### src/rtl/spi_master_burst.sv
// Full-duplex SPI master with multi-word bursts: CS held low until a word tagged last completes.
// First SCLK edge 1+half-period clk after handshake; tx_ready only in IDLE/WAIT, rx_valid has no backpressure.
module spi_master_burst #(
   parameter  int DATA_W = 8,
   parameter  int CS_NUM = 1,
   parameter  int DIV_W  = 8,
   localparam int CS_W   = (CS_NUM > 1) ? $clog2(CS_NUM) : 1
) (
   input  logic              clk,
   input  logic              rst,
   input  logic [DIV_W-1:0]  spi_clk_div,
   input  logic              cfg_cpol,
   input  logic              cfg_cpha,
   input  logic              cfg_lsb_first,
   input  logic [CS_W-1:0]   cs_sel,
   input  logic [DATA_W-1:0] tx_data,
   input  logic              tx_last,
   input  logic              tx_valid,
   output logic              tx_ready,
   output logic [DATA_W-1:0] rx_data,
   output logic              rx_valid,
   output logic              busy,
   output logic              spi_clk,
   output logic [CS_NUM-1:0] spi_cs_n,
   output logic              spi_mosi,
   input  logic              spi_miso
);

   localparam int EW = $clog2(2 * DATA_W + 1);
   localparam logic [EW-1:0] LAST_EDGE = EW'(2 * DATA_W);

   typedef enum logic [2:0] {
      S_IDLE, S_SETUP, S_SHIFT, S_WAIT, S_HOLD, S_DEASSERT
   } state_t;

   state_t            state_q, state_d;
   logic [DIV_W-1:0]  cnt_q, cnt_d;
   logic [DIV_W-1:0]  div_q, div_d;
   logic [EW-1:0]     edge_q, edge_d;
   logic              cpha_q, cpha_d;
   logic              lsb_q, lsb_d;
   logic              last_q, last_d;
   logic              pend_q, pend_d;
   logic [DATA_W-1:0] tx_shift_q, tx_shift_d;
   logic [DATA_W-1:0] rx_shift_q, rx_shift_d;
   logic [DATA_W-1:0] rx_data_q, rx_data_d;
   logic              rx_valid_q, rx_valid_d;
   logic              tx_ready_q, tx_ready_d;
   logic              busy_q, busy_d;
   logic              sclk_q, sclk_d;
   logic [CS_NUM-1:0] cs_n_q, cs_n_d;
   logic              mosi_q, mosi_d;

   logic              hs;
   logic              expire;
   logic [EW-1:0]     edge_nxt;
   logic              sample_now;
   logic              shift_now;
   logic [DATA_W-1:0] rx_next;
   logic [CS_NUM-1:0] cs_dec;

   function automatic logic first_bit(input logic [DATA_W-1:0] d, input logic lsb);
      return lsb ? d[0] : d[DATA_W-1];
   endfunction

   function automatic logic [DATA_W-1:0] shifted(input logic [DATA_W-1:0] d, input logic lsb);
      return lsb ? (d >> 1) : (d << 1);
   endfunction

   // An out-of-range cs_sel matches no index, leaving every select high.
   always_comb begin
      for (int i = 0; i < CS_NUM; i++) begin
         cs_dec[i] = (cs_sel != CS_W'(i));
      end
   end

   always_comb begin
      state_d    = state_q;
      cnt_d      = cnt_q;
      div_d      = div_q;
      edge_d     = edge_q;
      cpha_d     = cpha_q;
      lsb_d      = lsb_q;
      last_d     = last_q;
      pend_d     = pend_q;
      tx_shift_d = tx_shift_q;
      rx_shift_d = rx_shift_q;
      rx_data_d  = rx_data_q;
      rx_valid_d = 1'b0;
      sclk_d     = sclk_q;
      cs_n_d     = cs_n_q;
      mosi_d     = mosi_q;

      hs         = tx_valid && tx_ready_q;
      expire     = (cnt_q == '0);
      edge_nxt   = edge_q + 1'b1;
      sample_now = cpha_q ? !edge_nxt[0] : edge_nxt[0];
      shift_now  = cpha_q ? edge_nxt[0] : (!edge_nxt[0] && (edge_nxt != LAST_EDGE));
      rx_next    = lsb_q ? {spi_miso, rx_shift_q[DATA_W-1:1]}
                         : {rx_shift_q[DATA_W-2:0], spi_miso};

      case (state_q)
         S_IDLE: begin
            sclk_d = cfg_cpol;
            cs_n_d = '1;
            if (hs) begin
               cpha_d = cfg_cpha;
               lsb_d  = cfg_lsb_first;
               div_d  = spi_clk_div;
               cnt_d  = spi_clk_div;
               last_d = tx_last;
               cs_n_d = cs_dec;
               if (!cfg_cpha) begin
                  mosi_d     = first_bit(tx_data, cfg_lsb_first);
                  tx_shift_d = shifted(tx_data, cfg_lsb_first);
               end else begin
                  tx_shift_d = tx_data;
               end
               state_d = S_SETUP;
            end
         end
         S_SETUP: begin
            // Leaving with cnt at zero makes the first SHIFT cycle an edge.
            if (expire) begin
               edge_d  = '0;
               state_d = S_SHIFT;
            end else begin
               cnt_d = cnt_q - 1'b1;
            end
         end
         S_SHIFT: begin
            if (expire) begin
               cnt_d  = div_q;
               sclk_d = ~sclk_q;
               edge_d = edge_nxt;
               if (sample_now) rx_shift_d = rx_next;
               if (shift_now) begin
                  mosi_d     = first_bit(tx_shift_q, lsb_q);
                  tx_shift_d = shifted(tx_shift_q, lsb_q);
               end
               if (edge_nxt == LAST_EDGE) begin
                  rx_data_d  = sample_now ? rx_next : rx_shift_q;
                  rx_valid_d = 1'b1;
                  pend_d     = 1'b0;
                  state_d    = last_q ? S_HOLD : S_WAIT;
               end
            end else begin
               cnt_d = cnt_q - 1'b1;
            end
         end
         S_WAIT: begin
            if (pend_q) begin
               if (expire) begin
                  edge_d  = '0;
                  state_d = S_SHIFT;
               end else begin
                  cnt_d = cnt_q - 1'b1;
               end
            end else if (hs) begin
               last_d = tx_last;
               cnt_d  = div_q;
               pend_d = 1'b1;
               if (!cpha_q) begin
                  mosi_d     = first_bit(tx_data, lsb_q);
                  tx_shift_d = shifted(tx_data, lsb_q);
               end else begin
                  tx_shift_d = tx_data;
               end
            end
         end
         S_HOLD: begin
            if (expire) begin
               cs_n_d  = '1;
               cnt_d   = div_q;
               state_d = S_DEASSERT;
            end else begin
               cnt_d = cnt_q - 1'b1;
            end
         end
         S_DEASSERT: begin
            if (expire) state_d = S_IDLE;
            else        cnt_d = cnt_q - 1'b1;
         end
         default: state_d = S_IDLE;
      endcase

      tx_ready_d = (state_d == S_IDLE) || ((state_d == S_WAIT) && !pend_d);
      busy_d     = (state_d != S_IDLE);
   end

   always_ff @(posedge clk or posedge rst) begin
      if (rst) begin
         state_q    <= S_IDLE;
         cnt_q      <= '0;
         div_q      <= '0;
         edge_q     <= '0;
         cpha_q     <= 1'b0;
         lsb_q      <= 1'b0;
         last_q     <= 1'b0;
         pend_q     <= 1'b0;
         tx_shift_q <= '0;
         rx_shift_q <= '0;
         rx_data_q  <= '0;
         rx_valid_q <= 1'b0;
         tx_ready_q <= 1'b0;
         busy_q     <= 1'b0;
         sclk_q     <= 1'b0;
         cs_n_q     <= '1;
         mosi_q     <= 1'b0;
      end else begin
         state_q    <= state_d;
         cnt_q      <= cnt_d;
         div_q      <= div_d;
         edge_q     <= edge_d;
         cpha_q     <= cpha_d;
         lsb_q      <= lsb_d;
         last_q     <= last_d;
         pend_q     <= pend_d;
         tx_shift_q <= tx_shift_d;
         rx_shift_q <= rx_shift_d;
         rx_data_q  <= rx_data_d;
         rx_valid_q <= rx_valid_d;
         tx_ready_q <= tx_ready_d;
         busy_q     <= busy_d;
         sclk_q     <= sclk_d;
         cs_n_q     <= cs_n_d;
         mosi_q     <= mosi_d;
      end
   end

   assign tx_ready = tx_ready_q;
   assign rx_data  = rx_data_q;
   assign rx_valid = rx_valid_q;
   assign busy     = busy_q;
   assign spi_clk  = sclk_q;
   assign spi_cs_n = cs_n_q;
   assign spi_mosi = mosi_q;

endmodule

### config.mk
export PLATFORM = sky130hd
export DESIGN_NAME = spi_master_burst
export DESIGN_NICKNAME = d
export VERILOG_FILES = /design/src/rtl/spi_master_burst.sv
export SDC_FILE = /design/constraint.sdc
export NUM_CORES = 1
export LEC_CHECK = 0
export CELL_PAD_IN_SITES_DETAIL_PLACEMENT = 1
export CELL_PAD_IN_SITES_GLOBAL_PLACEMENT = 1
export CORE_MARGIN = 2
export CORE_UTILIZATION = 40
export CTS_CLUSTER_SIZE = 40
export DETAILED_ROUTE_END_ITERATION = 6
export PLACE_DENSITY_LB_ADDON = 0.1
export SLEW_MARGIN = 20
export SYNTH_ARGS = -nofsm -noshare
export SYNTH_HDL_FRONTEND = slang
export SYNTH_SLANG_ARGS = --single-unit
### constraint.sdc
create_clock -name clk -period 2.97 [get_ports clk]
set_input_delay 0.7425 -clock clk [delete_from_list [all_inputs] [get_ports clk]]
set_output_delay 0.7425 -clock clk [all_outputs]
set_load 0.05 [all_outputs]
==> flow_metrics.py <==
metrics = {
    "logic_synthesis": {
        "ys_seq_elements": 58,
        "yosysWarnings": 0,
        "syn_nets": 424,
        "yosys-top-cells-area": "dfrtp_1, mux2i_1, o21ai_0",
        "synthFlopType": "dfrtp_1",
        "synth-seq-area-share": 0.3979,
        "synth_area_leader_cell": "dfrtp_1",
        "synth-edff-count": 0,
        "yosysTopAreaCellShare": 0.3907,
        "syn_area_um2": 3651,
        "async_flop_share": 1.000,
        "ys_types": 72,
        "syn_inst": 396,
        "avgSynthCellArea_um2": 9.220,
    },
    "global_routing": {
        "grt_use_total": 0.2136,
        "antenna_found_initial": 0,
        "grt_start_max_net_pins": 59,
        "grt_pass1_vias": 3286,
        "grt_pass1_wl_um": 17030,
        "globalRouteOverflowTotal": 0,
    },
    "die": {
        "initial_core_util": 0.4146,
        "die_y_um": 99.54,
        "dieWidth_um": 99.54,
        "core_area_um2": 8806,
        "rows": 34,
        "ios": 39,
        "design.die.area_um2": 9907,
    },
    "timing": {
        "finalWorstSetupSlack_ns": 0.4957,
        "max_slew_margin": 0.6253,
        "whs_ns": 0.4886,
        "tns_ns": 0,
        "fmaxAchievable_mhz": 404.1,
        "finalMaxSlewViolations": 0,
        "period_share": 0.8331,
        "rsz0062_at_grt": "false",
        "setup_viol": 0,
        "period_needed_ns": 2.474,
        "worstMarginPinSlew_ns": 0.5603,
        "hold_viol": 0,
        "clock_skew_ns": 0.01019,
    },
    "clocking": {
        "cts_sinks": 58,
        "cts_made_buffers": 9,
        "path_clk_slew_ns": 0.08,
        "cts_tree": "built",
        "cts-resized-gates": 0,
        "cts_root_buffer": "clkbuf_8",
        "postCtsHoldBufs": 0,
        "postCtsSetupRepairBufs": 0,
        "cts_max_path_buffers": 2,
        "insertion_delay_ns": 0.35,
        "htree_num_levels": 3,
    },
    "detailed_routing": {
        "route.vias.total": 3167,
        "wl_um": 9911,
        "via_per_inst": 5.737,
        "wl_per_cell_um": 17.95,
        "postRouteAntennaNets": 0,
        "drt_iter0_drc": 86,
        "first_pass_iters": 4,
        "post-route-drc-count": 0,
    },
    "worst_setup_path": {
        "worstPathMaxFanout": 5,
        "cp_top_family": "simple AND/OR/NAND/NOR gates",
        "cp.depth": 9,
        "critPathKind": "register to register",
        "arrival_ns": 2.69,
        "crit_required_ns": 3.19,
        "slowest_delay_ns": 0.48,
        "crit_chain": "inv_1 > ha_1 > nor4b_4 > and2_1 > buf_4 > nand2_4 > o21ai_4 > nand2_2 > or4b_1",
        "crit_path_top_delay_cell": "or4b_1",
        "worstSetupStartpointType": "register",
        "cp-end-kind": "register",
        "critical_path_buf_inv_count": 2,
        "reg2reg_depth": 9,
    },
    "final_layout": {
        "final_nets": 467,
        "multi_input_area_um2": 2003,
        "ff_latch_area_um2": 1453,
        "fillers": 1037,
        "drive_gt1_frac": 0.1734,
        "diodes": 0,
        "syn_to_final_growth_pct": 19.19,
    },
    "placed_design": {
        "placement.io_buffers": 38,
        "place.detailed.hpwl_um": 6953,
        "dp_slack_ns": 0.4751,
        "gp_congestion": 0.7536,
    },
    "power_and_ir_drop": {
        "vdd_drop_max_mv": 0.2668,
        "p_per_area_nw_per_um2": 892.6,
        "p_leak_nw": 1.860,
        "p_total_mw": 3.884,
    },
    "flow_run": {
        "cap_violations": 0,
    },
    "run_status": {
        "status": "finished clean",
    },
    "min_path": {
        "hp-class": "register to register",
        "hold_path_depth": 2,
    },
}
## sequential cells by signal (all words and copies together) (netlist names), 3 cells and up
| signal | flops |
|---|---|
| cnt_q | 8 |
| div_q | 8 |
| edge_q | 5 |
| rx_data | 8 |
| rx_shift_q | 8 |
| state_q | 3 |
| tx_shift_q | 8 |
## through the flow
stage,area (um^2),cells,util
floorplan,3651,396,-
finish,4352,552,0.4942
global placement,4149,536,0.4712
detailed placement,4149,536,0.4712
global route,4352,552,0.4942
CTS,4352,552,0.4942
## power by group
part / internal (mW) / total [mW] / leakage (nW) / switching (mW)
clock: 0.392 / 0.761 / 0.0921 / 0.369
combinational: 0.815 / 1.82 / 1.06 / 1.01
sequential: 1.03 / 1.30 / 0.711 / 0.272
total: 2.24 / 3.88 / 1.86 / 1.65
## cells by family (layout without fill, tap and decap cells)
family                     after synthesis  after routing  share of synthesized area
xor gates and xnor gates                 2              2                   0.004799
buffers and inverters                   32             80                    0.05346
DFF                                     58             58                     0.3979
adders and majority gates                3              3                    0.01028
muxes                                   42             42                     0.1223
and+or+nand+nor                        131            131                     0.1830
AOI/OAI and AO/OA                      128            128                     0.2282
## routing by layer
layer  vias to the layer above  global-route usage  routed length (um)
met5                         -                   0                   0
met3                         9             0.03092                 270
li1                       1527                   -                   -
met2                        47              0.3321                4633
met4                         0             0.07060                  97
met1                      1584              0.3061                4909
## worst register-to-register path, stage by stage (launching register included)
cell and delay (ns):
dfrtp_1 0.45, inv_1 0.15, ha_1 0.22, nor4b_4 0.25, and2_1 0.33, buf_4 0.20
nand2_4 0.05, o21ai_4 0.15, nand2_2 0.07, or4b_1 0.48
## worst paths after layout
path / from / to / slack [ns]
min: rx_data[2]$_DFFE_PP0P_ / rx_data[2]$_DFFE_PP0P_ / 0.49
max: cnt_q[0]$_DFFE_PP0P_ / busy$_DFF_PP0_ / 0.50
min in group asynchronous: rst / busy$_DFF_PP0_ / 0.78
max in group asynchronous: rst / spi_cs_n$_DFFE_PP1P_ / 1.90
min reg2reg: rx_data[2]$_DFFE_PP0P_ / rx_data[2]$_DFFE_PP0P_ / 0.49
max reg2reg: cnt_q[0]$_DFFE_PP0P_ / busy$_DFF_PP0_ / 0.50
## Yosys cell counts (3+ instances only)
| library cell | number |
|---|---|
| o21bai_1 | 3 |
| a221oi_1 | 4 |
| clkbuf_8 | 4 |
| buf_4 | 3 |
| nor2_1 | 40 |
| buf_6 | 3 |
| a21o_1 | 4 |
| nand3_1 | 6 |
| inv_1 | 7 |
| mux2_2 | 17 |
| a21oi_1 | 38 |
| a22o_1 | 3 |
| o221ai_1 | 6 |
| a32oi_1 | 3 |
| o211ai_1 | 3 |
| nor2b_1 | 4 |
| mux2i_1 | 24 |
| nor3_1 | 3 |
| dfrtp_1 | 57 |
| ha_1 | 3 |
| clkbuf_1 | 11 |
| nand2_1 | 46 |
| and2_1 | 3 |
| o21ai_0 | 39 |
## layout by cell type (no fill, tap or decap), types with 3 or more instances in the layout
cell              n
a21o_1            4
nor2_1           40
nor2b_1           4
ha_1              3
nand3_1           6
o21bai_1          3
inv_1             6
o221ai_1          6
o211ai_1          3
mux2i_1          24
clkbuf_8          9
buf_4            17
nor3_1            3
a22o_1            3
clkinvlp_4        3
nand2_1          46
a32oi_1           3
a221oi_1          4
mux2_2           17
a21oi_1          38
and2_1            3
dfrtp_1          57
o21ai_0          39
clkdlybuf4s50_1  38
## layout make-up
class / instances / area share
Clock buffer: 9 / 0.02846
Clock inverter: 7 / 0.01811
Inverter: 8 / 0.006901
Multi-Input combinational cell: 306 / 0.4603
Sequential cell: 58 / 0.3338
Tap cell: 108 / 0.03105
Timing Repair Buffer: 56 / 0.1213
No activity file was read; power rests on OpenSTA's default activity.
